### config.mk
export PLATFORM = sky130hd
export DESIGN_NAME = sample_bank_reader
export DESIGN_NICKNAME = d
export VERILOG_FILES = /design/src/rtl/sample_bank_reader_pkg.sv /design/src/rtl/sample_skid_buffer.sv /design/src/rtl/sample_bank_reader.sv
export SDC_FILE = /design/constraint.sdc
export NUM_CORES = 1
export LEC_CHECK = 0
export BUFFER_PORTS_ARGS = -buffer_cell sky130_fd_sc_hd__buf_2
export CAP_MARGIN = 20
export CORE_MARGIN = 3
export CORE_UTILIZATION = 57
export CTS_BUF_LIST = sky130_fd_sc_hd__clkbuf_8
export DETAILED_ROUTE_END_ITERATION = 7
export HOLD_SLACK_MARGIN = 0.12
export PLACE_DENSITY_LB_ADDON = 0.15
export SYNTH_ARGS = -nofsm -noshare
export SYNTH_HDL_FRONTEND = slang
export SYNTH_HIERARCHICAL = 1
export SYNTH_SLANG_ARGS = --single-unit
### constraint.sdc
create_clock -name sys_clk -period 4.18 [get_ports sys_clk]
set_clock_uncertainty 0.2 [all_clocks]
set_input_delay 0.209 -clock sys_clk [delete_from_list [all_inputs] [get_ports sys_clk]]
set_output_delay 0.209 -clock sys_clk [all_outputs]
set_load 0.1 [all_outputs]
### src/rtl/sample_bank_reader_pkg.sv
// Shared constants and types for the ping-pong sample buffer read side.
// The sample geometry is shared with sample_fifo, so both sides agree on frame size.
package sample_bank_reader_pkg;

  localparam int SAMPLE_W    = 8;
  localparam int NUM_SAMPLES = 512;
  localparam int SAMPLE_BITS = 9;

  // Address of the final sample in a frame; issuing it ends the sweep.
  localparam logic [SAMPLE_BITS-1:0] LAST_ADDR = SAMPLE_BITS'(NUM_SAMPLES - 1);

  // Reader sequencer states.
  typedef enum logic [1:0] {
    ST_IDLE  = 2'd0,
    ST_READ  = 2'd1,
    ST_DRAIN = 2'd2
  } state_t;

  // One buffered sample together with its end-of-frame tag.
  typedef struct packed {
    logic [SAMPLE_W-1:0] data;
    logic                last;
  } skid_entry_t;

endpackage

### src/rtl/sample_skid_buffer.sv
// Two-entry FIFO of {data, last} that absorbs the BRAM read latency.
// Entry 0 is always the head; a pop shifts entry 1 down. The occupancy count
// is exported so the reader can limit issue to what the buffer can hold.
module sample_skid_buffer
  import sample_bank_reader_pkg::*;
(
  input  logic                sys_clk,
  input  logic                rst,
  input  logic                i_push,
  input  logic [SAMPLE_W-1:0] i_data,
  input  logic                i_last,
  output logic                o_valid,
  input  logic                i_ready,
  output logic [SAMPLE_W-1:0] o_data,
  output logic                o_last,
  output logic [1:0]          o_count
);

  skid_entry_t r_e0;
  skid_entry_t r_e1;
  logic [1:0]  r_count;
  logic        w_pop;
  logic        w_wr_hi;
  skid_entry_t w_entry;

  assign w_entry = '{data: i_data, last: i_last};
  assign w_pop   = (r_count != 2'd0) & i_ready;
  // After any pop, the new sample lands behind whatever remains at the head.
  assign w_wr_hi = (r_count == 2'd2) | ((r_count == 2'd1) & ~w_pop);

  // Storage shift on pop, write of incoming sample, occupancy tracking.
  always_ff @(posedge sys_clk or posedge rst) begin
    if (rst) begin
      r_e0    <= '{data: '0, last: 1'b0};
      r_e1    <= '{data: '0, last: 1'b0};
      r_count <= 2'd0;
    end else begin
      if (w_pop) begin
        r_e0 <= r_e1;
      end
      if (i_push) begin
        if (w_wr_hi) begin
          r_e1 <= w_entry;
        end else begin
          r_e0 <= w_entry;
        end
      end
      r_count <= r_count + {1'b0, i_push} - {1'b0, w_pop};
    end
  end

  assign o_valid = (r_count != 2'd0);
  assign o_data  = r_e0.data;
  assign o_last  = r_e0.last & o_valid;
  assign o_count = r_count;

endmodule

### src/rtl/sample_bank_reader.sv
// Read-side sequencer for the ping-pong ADC sample buffer.
// Each toggle of current_bank marks a full bank; the reader sweeps its addresses,
// hides the one-cycle BRAM latency with a credit-limited skid buffer and streams
// the frame out over valid/ready, flagging swaps that arrive mid-frame.
module sample_bank_reader
  import sample_bank_reader_pkg::*;
(
  input  logic                   sys_clk,
  input  logic                   rst,
  input  logic                   en,
  input  logic                   current_bank,
  output logic [SAMPLE_BITS-1:0] read_address,
  input  logic [SAMPLE_W-1:0]    read_data,
  output logic [SAMPLE_W-1:0]    out_data,
  output logic                   out_valid,
  input  logic                   out_ready,
  output logic                   out_last,
  output logic                   out_bank,
  output logic                   busy,
  output logic                   overrun
);

  state_t                 r_state;
  state_t                 w_state_next;
  logic                   r_bank_q;
  logic [SAMPLE_BITS-1:0] r_addr;
  logic                   r_inflight;
  logic                   r_inflight_last;
  logic                   r_out_bank;
  logic                   r_busy;
  logic                   r_overrun;

  logic                   w_swap;
  logic                   w_pop;
  logic                   w_credit;
  logic                   w_issue;
  logic                   w_start;
  logic                   w_done;
  logic [1:0]             w_count;
  logic [2:0]             w_occ;

  assign w_swap = current_bank ^ r_bank_q;
  assign w_pop  = out_valid & out_ready;
  // Occupancy the buffer will have after this cycle, before any new issue.
  // Counting the pop keeps a full-rate stream going with only two entries.
  assign w_occ    = {1'b0, w_count} + {2'b0, r_inflight} - {2'b0, w_pop};
  assign w_credit = (w_occ <= 3'd1);

  // Sequencer state register.
  always_ff @(posedge sys_clk or posedge rst) begin
    if (rst) begin
      r_state <= ST_IDLE;
    end else begin
      r_state <= w_state_next;
    end
  end

  // Next-state, issue and frame start/end decisions.
  always_comb begin
    w_state_next = r_state;
    w_issue      = 1'b0;
    w_start      = 1'b0;
    w_done       = 1'b0;
    case (r_state)
      ST_IDLE: begin
        if (w_swap & en) begin
          w_state_next = ST_READ;
          w_start      = 1'b1;
        end else begin
          w_state_next = ST_IDLE;
        end
      end
      ST_READ: begin
        w_issue = en & w_credit;
        if (w_issue && (r_addr == LAST_ADDR)) begin
          w_state_next = ST_DRAIN;
        end else begin
          w_state_next = ST_READ;
        end
      end
      ST_DRAIN: begin
        if (w_pop & out_last) begin
          w_state_next = ST_IDLE;
          w_done       = 1'b1;
        end else begin
          w_state_next = ST_DRAIN;
        end
      end
      default: begin
        w_state_next = ST_IDLE;
      end
    endcase
  end

  // Bank history, address counter and the single outstanding BRAM read.
  always_ff @(posedge sys_clk or posedge rst) begin
    if (rst) begin
      r_bank_q        <= 1'b0;
      r_addr          <= '0;
      r_inflight      <= 1'b0;
      r_inflight_last <= 1'b0;
    end else begin
      r_bank_q        <= current_bank;
      r_inflight      <= w_issue;
      r_inflight_last <= w_issue & (r_addr == LAST_ADDR);
      if (w_start) begin
        r_addr <= '0;
      end else if (w_issue && (r_addr != LAST_ADDR)) begin
        r_addr <= r_addr + SAMPLE_BITS'(1);
      end
    end
  end

  // Frame status: bank being read, busy flag and sticky overrun.
  always_ff @(posedge sys_clk or posedge rst) begin
    if (rst) begin
      r_out_bank <= 1'b0;
      r_busy     <= 1'b0;
      r_overrun  <= 1'b0;
    end else begin
      if (w_start) begin
        r_out_bank <= ~current_bank;
        r_busy     <= 1'b1;
      end else if (w_done) begin
        r_busy <= 1'b0;
      end
      // A swap outside IDLE is dropped; the frame in progress is left untouched.
      if (w_swap && (r_state != ST_IDLE)) begin
        r_overrun <= 1'b1;
      end
    end
  end

  sample_skid_buffer u_skid (
    .sys_clk (sys_clk),
    .rst     (rst),
    .i_push  (r_inflight),
    .i_data  (read_data),
    .i_last  (r_inflight_last),
    .o_valid (out_valid),
    .i_ready (out_ready),
    .o_data  (out_data),
    .o_last  (out_last),
    .o_count (w_count)
  );

  assign read_address = r_addr;
  assign out_bank     = r_out_bank;
  assign busy         = r_busy;
  assign overrun      = r_overrun;

endmodule

-- Word-level counts from Yosys, hierarchy flattened
Cells that the tools add are included.
- register bits: 37
- output and inout port bits: 22
- $add $sub $neg: 5
- magnitude comparators: 1
- equal/unequal tests: 6
- muxes and demuxes: 16
- bitwise gates (word level): 11
- reduce and logical (&&, ||, !) cells: 9
- operator list (cell ; number):
    $mux 9 ; 5
    $add 9x1->9 const B ; 1
    $eq 9x9->1 const B ; 1
    $ne 9x9->1 const B ; 1
    $mux 1 ; 8
    $reduce_bool 2->1 ; 4
    $and 1x1->1 ; 7
    $pmux 2 s3 ; 1
    $eq 2x1->1 const B ; 2
    $eq 2x2->1 const B ; 2
    $mux 2 ; 2
    $add 2x1->3 ; 1
    $le 3x1->1 const B ; 1
    $logic_and 1x1->1 ; 3
    $sub 3x1->3 ; 1
    $add 2x1->2 ; 1
    $logic_not 2->1 ; 1
    $not 1->1 ; 2
    $reduce_and 2->1 ; 1
    $sub 2x1->2 ; 1
    $or 1x1->1 ; 1
    $xor 1x1->1 ; 1

-- Logic depth before layout (Yosys ltp)
Gate-level depths: netlist of run 1.
- depth after elaboration: 9
- gate-level depth with buffers: 11

-- Modules after synthesis
The synthesis of run 1 kept the hierarchy.
- modules (own cells, without submodules) (module ; instances ; cells an instance ; area each (um2) ; seq. area each (um2)):
    sample_skid_buffer ; 1 ; 71 ; 1019.7 ; 500.5
    sample_bank_reader ; 1 ; 84 ; 873.3 ; 425.4

-- Worst setup path before layout of run 1
Ideal clock, no wire load.
- path kind: register -> register
- start: register u_skid.r_count[1] (netlist: u_skid/o_count[1])
- end: register r_addr[6] (netlist: read_address[6])
- arrival: 2977 ps
- path slack: 834 ps
- stages on the path, launching flop included: 12
- path buffers: 0
- period minus slack after synthesis: 3346 ps
- cells stage by stage: dfrtp_1 > or2_2 > and2_1 > ha_1 > inv_1 > ha_1 > inv_1 > fa_1 > xor2_2 > nor3_4 > nand4_1 > mux2i_1
- longest elaborated chain between the ends: 8
- ends and longest elaborated chain (element ; RTL line ; RTL):
    start: declaration ; sample_skid_buffer.sv:21 ; logic [1:0] r_count;
    start signal: assignment ; sample_skid_buffer.sv:48 ; r_count <= r_count + {1'b0, i_push} - {1'b0, w_pop};
    $reduce_bool 2->1 ; sample_skid_buffer.sv:52 ; assign o_valid = (r_count != 2'd0);
    named net out_valid ; sample_bank_reader.sv:15 ; output logic out_valid,
    $and 1x1->1 ; sample_bank_reader.sv:43 ; assign w_pop = out_valid & out_ready;
    $sub 3x1->3 ; sample_bank_reader.sv:46 ; assign w_occ = {1'b0, w_count} + {2'b0, r_inflight} - {2'b0, w_pop};
    $le 3x1->1 ; sample_bank_reader.sv:47 ; assign w_credit = (w_occ <= 3'd1);
    $and 1x1->1 ; sample_bank_reader.sv:74 ; w_issue = en & w_credit;
    $mux 1 ; sample_bank_reader.sv:64 ; case (r_state)
    $logic_and 1x1->1 ; sample_bank_reader.sv:108 ; end else if (w_issue && (r_addr != LAST_ADDR)) begin
    $reduce_bool 2->1 (no line) ; n/a ;
    end signal: assignment ; sample_bank_reader.sv:109 ; r_addr <= r_addr + SAMPLE_BITS'(1);
    end: declaration ; sample_bank_reader.sv:26 ; logic [SAMPLE_BITS-1:0] r_addr;
The timed path passes the listed nets, and every way through them passes these cells.
A chain may end at the register's enable or synchronous reset.

-- Worst setup path in the final report of run 1
- start: register u_skid.r_count[1] (netlist: u_skid/o_count[1])
- end: register r_addr[7] (netlist: read_address[7])
- longest elaborated chain between the ends: 8
- ends and longest elaborated chain (element ; RTL line):
    parallel branches: the longest is 2 deep, another holds $add 2x1->3 ; n/a
    $sub 3x1->3 (*) ; sample_bank_reader.sv:46
    $le 3x1->1 (*) ; sample_bank_reader.sv:47
    $and 1x1->1 (*) ; sample_bank_reader.sv:74
    $mux 1 (*) ; sample_bank_reader.sv:64
    $logic_and 1x1->1 (*) ; sample_bank_reader.sv:108
    $reduce_bool 2->1 (no line) (*) ; n/a
Every way passes the cells marked *.

==> run metrics, run 1 <==
fmax 0.311 GHz; I/O Buffers 34; max_slew headroom 0.496; grt met2 use 0.317; # rows 20; first-pass GRT wire length 6060 µm; unrepaired setup endpoints after global routing no; final hold viol count 0; prevailing post-synth register cell dfrtp_1; post-synth cell types 34; core area 3100 µm²; clock slew at reported path FFs 0.07 ns; arrival time at the worst endpoint 3.19 ns; grt met1 use 0.243; Total Wirelength 3470 µm; CP Launch Type flop; number of remaining DRC errors 0; largest net degree at the start of global routing 21; largest fanout on the critical path 7; antenna-violating nets left 0; Setup crit end kind flop; Vias 1266; Design Area, Final 2240 µm²; Final Max Slew Viols 0; post-DP HPWL 2510 µm; RD Place Congestion 0.775; Hold Slack 0.265 ns; Starting Density 0.610; worst skew pair latency 0.28 ns; root buffer cell clkbuf_8; Num CTS Buffers 5; Fillers 236; final setup vio count 0; boundary pin count 35; min setup slack post-route 0.964 ns; Die Wd 63.6 µm; gr busiest metal met2; clk sink count 37; #FFs+latches synth 37; Die Y-Extent 63.6 µm; synthesized area per cell 12.2 µm²; total track usage 0.196; Synth Warn # 6; setup TNS 0 ns; DRT iter0 DRCs 26; area of the multi-input gates 862 µm²; H-tree depth 2; max cap viols 0; Mapped Area 1890 µm²; syn nets 175; post-synthesis async set-or-reset flop share 1.00; clock buffer depth 2; wire per inst 14.3 µm; register area 926 µm²; CTS tree yes; minimum clock period 3.22 ns; vias in the first global route 1303; die area 4050 µm²; Nets 218; total grt overflow 0; fin crit share 0.769; ant diodes 0; Cells after Synth 155; dpl cell area 2050 µm²; status finished clean; DR pass1 iterations 6; Place WS 1.00 ns; min-delay worst type flop to flop; Post-synth EDFFs 0; post-CTS setup buffer count 0; GRT met3 Usage 0.0570; Worst-Margin Slew 0.755 ns; fraction of layout cells with a size suffix above 1 0.379; Worst Path Required 4.15 ns; area grow syn2layout 18.5%; sequential fraction of the synthesis area 0.489; CP Class flop to flop; Via density 5.23; initial antenna violation count 0
-- path summary, 6_finish.rpt --
check / start / end / cells after the start / slack [ns]
max: u_skid/o_count[1]$_DFF_PP0_ / read_address[7]$_DFFE_PP0P_ / 11 / 0.96
min: overrun$_DFFE_PP0P_ / overrun$_DFFE_PP0P_ / 1 / 0.27
max reg2reg: u_skid/o_count[1]$_DFF_PP0_ / read_address[7]$_DFFE_PP0P_ / 11 / 0.96
min reg2reg: overrun$_DFFE_PP0P_ / overrun$_DFFE_PP0P_ / 1 / 0.27
max in group asynchronous: rst / u_skid/o_data[1]$_DFF_PP0_ / 3 / 2.89
min in group asynchronous: rst / read_address[1]$_DFFE_PP0P_ / 3 / 0.36
-- cell families after synthesis --
family / Yosys count / synth area share
AND/OR/NAND/NOR: 44 / 0.133
flip-flops: 37 / 0.489
multiplexers: 30 / 0.194
buffers and inverters: 18 / 0.0555
AO/OA/AOI/OAI: 11 / 0.0370
XOR/XNOR: 8 / 0.0410
adder cells (fa/ha/maj): 7 / 0.0502
-- metrics by stage --
step	util	instances
global placement	0.660	224
global route	0.723	242
floorplan	-	155
CTS	0.723	242
detailed placement	0.660	224
finish	0.723	242
-- registers in the layout, indices dropped and copies added (netlist names), 2 cells and up --
signal          cells
r_state             2
u_skid/r_e1         9
u_skid/o_data       8
u_skid/o_count      2
read_address        9
-- Yosys cell counts (2+ instances only) --
library cell	count	share of area
nand3_1	4	0.011
mux2i_1	3	0.016
nand4_1	2	0.0066
o21ai_0	6	0.016
nor4_1	3	0.0099
o21ai_2	2	0.0093
nand2_1	13	0.026
inv_1	9	0.018
ha_1	6	0.040
mux2_4	9	0.071
and2_1	3	0.0099
nor2_1	8	0.016
buf_4	8	0.032
mux2_2	18	0.11
xnor2_1	6	0.028
dfrtp_1	37	0.49
-- final cells by class --
cell class | count | area share
Clock inverter | 1 | 0.00167
Tap cell | 44 | 0.0245
Sequential cell | 37 | 0.413
Multi-Input combinational cell | 100 | 0.384
Clock buffer | 6 | 0.0368
Timing Repair Buffer | 45 | 0.125
Inverter | 9 | 0.0151
-- worst max-delay path, stage by stage, from the launching register on --
cell and delay (ns):
dfrtp_1 0.49, or2_2 0.36, and2_1 0.18, ha_1 0.27, inv_1 0.05, ha_1 0.13, inv_1 0.05, fa_1 0.57
nand4b_4 0.17, nor4_1 0.41, xnor2_1 0.17, nor2_1 0.06
-- routing by layer --
| layer | wire length (µm) | part of all wire |
|---|---|---|
| met1 | 1570 | 0.45 |
| met2 | 1730 | 0.50 |
| met3 | 131 | 0.038 |
| met4 | 42 | 0.012 |
| met5 | 0 | 0 |
-- cells in the final DEF, fill, tap and decap left out, types with 2 or more instances in the layout --
master	count
mux2_4	9
nor2_1	8
nor4_1	3
nand3_1	4
nand4_1	2
ha_1	6
buf_2	34
dlygate4sd3_1	11
o21ai_2	2
inv_1	10
clkbuf_8	6
nand2_1	13
and2_1	3
mux2_2	18
mux2i_1	3
dfrtp_1	37
o21ai_0	6
xnor2_1	6
-- repair_timing --
| item | 4_1_cts | 5_1_grt |
|---|---|---|
| hold buffers | 11 | 0 |
| resized for setup | 0 | 0 |
| hold endpoints to repair | 57 | 0 |
Power of run 1 is not shown: default switching activity piles up to over one toggle a cycle in this logic, so the estimate is an artifact.
==> run 2, diff against run 1 <==
--- a/config.mk
+++ b/config.mk
@@ -8,7 +8,7 @@
 export BUFFER_PORTS_ARGS = -buffer_cell sky130_fd_sc_hd__buf_2
 export CAP_MARGIN = 20
 export CORE_MARGIN = 3
-export CORE_UTILIZATION = 57
+export CORE_UTILIZATION = 52
 export CTS_BUF_LIST = sky130_fd_sc_hd__clkbuf_8
 export DETAILED_ROUTE_END_ITERATION = 7
 export HOLD_SLACK_MARGIN = 0.12
==> constraint.sdc (replaced) <==
create_clock -name sys_clk -period 2.66 [get_ports sys_clk]
set_clock_uncertainty 0.2 [all_clocks]
set_input_delay 0.133 -clock sys_clk [delete_from_list [all_inputs] [get_ports sys_clk]]
set_output_delay 0.133 -clock sys_clk [all_outputs]
set_load 0.1 [all_outputs]
==> run 2 against run 1 <==
The flow now finishes with violations (negative setup slack); wire length is 2.9% higher; register-to-register slack worse by 1.1 ns; sequential share of layout area down 3.0 points; sequential cell count unchanged; final cell count is 5.4% higher; first-iteration DRC count up 15%; die area rose by 8.7%; global-route usage decreased by 1.6 points; via count rose by 2.1%; critical path type unchanged; critical endpoint is now read_address[4]$_DFFE_PP0P_; largest cell class is now multi-input gates; highest routed layer unchanged.
==> run metrics, run 2 (synthesis gave the netlist of run 1 again) <==
status finished with violations; failing checks negative setup slack; arrival time at the worst endpoint 2.73 ns; Setup crit end kind flop; min setup slack post-route -0.0953 ns; Worst-Margin Slew 0.748 ns; root buffer cell clkbuf_8; largest fanout on the critical path 6; final hold viol count 0; Starting Density 0.554; fin crit share 1.04; RD Place Congestion 0.873; clock buffer depth 2; antenna-violating nets left 0; Vias 1293; Fillers 238; Nets 228; wire per inst 14.0 µm; die area 4400 µm²; CTS tree yes; clk sink count 37; Worst Path Required 2.64 ns; Place WS -0.148 ns; ant diodes 0; first-pass GRT wire length 5880 µm; Die Y-Extent 66.3 µm; Die Wd 66.3 µm; initial antenna violation count 0; area grow syn2layout 28.1%; number of remaining DRC errors 0; CP Launch Type flop; post-DP HPWL 2450 µm; commonest cells after routing, fill and taps aside dfrtp_1 (36), buf_2 (34), mux2_2 (18); minimum clock period 2.76 ns; I/O Buffers 34; boundary pin count 35; unrepaired setup endpoints after global routing yes; H-tree depth 2; total track usage 0.180; core area 3420 µm²; Total Wirelength 3570 µm; max_slew headroom 0.501; DR pass1 iterations 4; commonest non-fill, non-tap cell in the layout dfrtp_1; largest net degree at the start of global routing 21; Final Max Slew Viols 0; # rows 21; fmax 0.363 GHz; CP Class flop to flop; final setup vio count 10; total grt overflow 0; fraction of layout cells with a size suffix above 1 0.488; clock slew at reported path FFs 0.07 ns; DRT iter0 DRCs 30; Num CTS Buffers 5; Via density 5.07; max cap viols 0; min-delay worst type primary input to flop; worst skew pair latency 0.29 ns; vias in the first global route 1311
## run 2: worst max-delay path, cell delays in order, from the launching register on
cell	delay (ns)
dfrtp_1	0.39
or2_4	0.25
and2_4	0.15
ha_4	0.20
inv_2	0.05
ha_4	0.11
inv_2	0.03
fa_2	0.56
nand4b_4	0.17
buf_4	0.19
nor4_4	0.14
xnor2_1	0.15
nor2_1	0.05
## run 2: final timing paths
check / depth (start not counted) / slack [ns] / startpoint / endpoint
worst max-delay path: 12 / -0.1 / u_skid/o_count[0]$_DFF_PP0_ / read_address[4]$_DFFE_PP0P_
worst min-delay path: 4 / 0.21 / out_ready / r_state[1]$_DFF_PP0_
worst max register to register: 12 / -0.1 / u_skid/o_count[0]$_DFF_PP0_ / read_address[4]$_DFFE_PP0P_
worst min register to register: 1 / 0.26 / overrun$_DFFE_PP0P_ / overrun$_DFFE_PP0P_
max in group asynchronous: 3 / 1.42 / rst / u_skid/o_count[1]$_DFF_PP0_
min in group asynchronous: 3 / 0.29 / rst / read_address[5]$_DFFE_PP0P_
## run 2: what timing repair did
| item | in CTS | in global routing |
|---|---|---|
| gates resized for setup | 7 | 8 |
| pin swaps | 6 | 5 |
| hold buffers | 11 | 0 |
| gates cloned | 0 | 0 |
| buffers inserted | 1 | 3 |
| endpoints found under the setup margin | 10 | 11 |
| endpoints found under the hold margin | 58 | 0 |
## run 2: final cells by class
cell class                 instances  area [µm²]  area share
clock buffer                       5        68.8      0.0284
timing repair buffer              55         359       0.148
tap                               46        57.6      0.0237
clock inverter                     3        17.5     0.00722
sequential                        37         927       0.382
inverter                           9        33.8      0.0139
multi-input combinational        100         961       0.396
## run 2: per-stage QoR
step	hold WS (ns)	cell area (µm²)	TNS, ns	utilization	cells
2_1_floorplan	-0.141	1930	-2.72	-	155
3_3_place_gp	0.0524	2130	-0.359	0.623	232
3_5_place_dp	0.0638	2130	-0.905	0.623	232
4_1_cts	0.194	2380	-0.723	0.696	252
5_1_grt	0.236	2420	-1.90	0.710	255
6_report	0.213	2420	-0.566	0.710	255
## run 2: metal layers
layer	global-route usage	wire length [µm]	share of wire
met1	0.210	1580	0.44
met2	0.322	1810	0.51
met3	0.0476	144	0.040
met4	0.0533	37	0.010
met5	0	0	0
Power of run 2 is left out for the same reason.
==> run 3, diff against run 2 <==
--- a/config.mk
+++ b/config.mk
@@ -13,6 +13,7 @@
 export DETAILED_ROUTE_END_ITERATION = 7
 export HOLD_SLACK_MARGIN = 0.12
 export PLACE_DENSITY_LB_ADDON = 0.15
+export SETUP_SLACK_MARGIN = 0.2
 export SYNTH_ARGS = -nofsm -noshare
 export SYNTH_HDL_FRONTEND = slang
 export SYNTH_HIERARCHICAL = 1
==> run 3 against run 2 <==
The flow still finishes with violations (negative setup slack); non-clock buffer count down 1; final cell count fell by 0.78%; critical path depth unchanged; maximum frequency fell by 1.6%; register-to-register slack lost 0.05 ns; utilization grew 0.22 points; design area up 0.31%; critical path type unchanged.
==> run metrics, run 3 (synthesis gave the netlist of run 1 again) <==
Worst-Margin Slew 0.773 ns; CTS tree yes; largest net degree at the start of global routing 21; boundary pin count 35; minimum clock period 2.80 ns; Die Y-Extent 66.3 µm; fin crit share 1.05; WHS Endpoint busy$_DFFE_PP0P_; clock slew at reported path FFs 0.06 ns; R2R cell count 12; number of remaining DRC errors 0; crit path cell chain or2_4 -> and2_4 -> ha_4 -> inv_2 -> ha_4 -> inv_2 -> fa_2 -> nand4b_4 -> buf_4 -> nor2_2 -> and2_4 -> a31o_2; Nets 227; Total Wirelength 3990 µm; RD Place Congestion 0.754; core area 3420 µm²; # rows 21; clk sink count 37; hold_sp out_ready; CP peak stage delay 0.46 ns; H-tree depth 2; final setup vio count 11; Reg-to-Reg End r_state[1]$_DFF_PP0_; antenna-violating nets left 0; min setup slack post-route -0.141 ns; commonest cells after routing, fill and taps aside dfrtp_1 (36), buf_2 (34), mux2_2 (18); CP max stage cell fa_2; Die Wd 66.3 µm; Setup crit end kind flop; initial antenna violation count 0; fraction of layout cells with a size suffix above 1 0.488; failing checks negative setup slack; Starting Density 0.554; total grt overflow 0; Num CTS Buffers 5; die area 4400 µm²; setup slack, reg-to-reg -0.14 ns; total track usage 0.200; dpl cell area 2130 µm²; I/O Buffers 34; root buffer cell clkbuf_8; wire per inst 15.8 µm; largest fanout on the critical path 6; first-pass GRT wire length 6430 µm; max_slew headroom 0.484; area grow syn2layout 28.5%; unrepaired setup endpoints after global routing yes; max cap viols 0; worst hold stages 5; CP Class flop to flop; commonest non-fill, non-tap cell in the layout dfrtp_1; Worst Path Required 2.64 ns; Vias 1328; CP Launch Type flop; vias in the first global route 1384; reg2reg start u_skid/o_count[1]$_DFF_PP0_; clock buffer depth 2; Via density 5.25; Design Area, Final 2430 µm²; final hold viol count 0; ant diodes 0; Final Max Slew Viols 0; worst skew pair latency 0.29 ns; DR pass1 iterations 4; status finished with violations; min-delay worst type primary input to flop; DRT iter0 DRCs 75; fmax 0.357 GHz; arrival time at the worst endpoint 2.78 ns; post-DP HPWL 2690 µm
[run 3: routing by layer]
metal  vias up  track usage  wire length (µm)
met5         -            0                 0
met4         0       0.0761                69
met3         9       0.0663               167
met2        30        0.348              2180
met1       658        0.223              1580
li1        631            -                 -
[run 3: worst max-delay path by stage]
stage                     cells past startpoint  slack [ns]                   startpoint                     endpoint
final                                        12       -0.14  u_skid/o_count[1]$_DFF_PP0_         r_state[1]$_DFF_PP0_
after global routing                         11       -0.26  u_skid/o_count[1]$_DFF_PP0_  read_address[0]$_DFFE_PP0P_
after CTS                                    11       -0.11  u_skid/o_count[1]$_DFF_PP0_  read_address[4]$_DFFE_PP0P_
after detailed placement                     11       -0.19  u_skid/o_count[1]$_DFF_PP0_  read_address[4]$_DFFE_PP0P_
after global placement                       11       -0.07  u_skid/o_count[1]$_DFF_PP0_  read_address[5]$_DFFE_PP0P_
after floorplan                              11       -0.42  u_skid/o_count[1]$_DFF_PP0_  read_address[6]$_DFFE_PP0P_
[run 3: final cells by class]
cell class	instances	area [µm²]
Clock buffer	6	82.6
Clock inverter	1	3.75
Fill cell	251	983
Inverter	9	33.8
Multi-Input combinational cell	100	960
Sequential cell	37	927
Tap cell	46	57.6
Timing Repair Buffer	54	368
[run 3: critical path, delay by kind of cell (launching register included)]
| family | cells | cell delay, ns |
|---|---|---|
| buffers and inverters | 3 | 0.23 |
| AO/OA/AOI/OAI | 1 | 0.21 |
| flip-flops | 1 | 0.41 |
| adder cells (fa/ha/maj) | 3 | 0.86 |
| AND/OR/NAND/NOR | 5 | 0.77 |
[run 3: through the flow]
stage | util | setup slack, ns | cells | TNS (ns) | hold slack (ns)
after floorplan | - | -0.416 | 155 | -2.72 | -0.141
after global placement | 0.623 | -0.0654 | 232 | -0.272 | 0.0458
after detailed placement | 0.623 | -0.191 | 232 | -0.957 | 0.0607
after CTS | 0.702 | -0.109 | 251 | -0.588 | 0.217
after global routing | 0.712 | -0.257 | 253 | -2.28 | 0.234
final | 0.712 | -0.141 | 253 | -1.14 | 0.224
[run 3: repair_timing]
| action | CTS | global route |
|---|---|---|
| hold buffers | 11 | 0 |
| setup endpoints to repair | 12 | 13 |
| endpoints found under the hold margin | 58 | 0 |
| buffers inserted | 1 | 2 |
| pin swaps | 5 | 1 |
| resized for setup | 13 | 4 |
Power of run 3 is left out for the same reason.
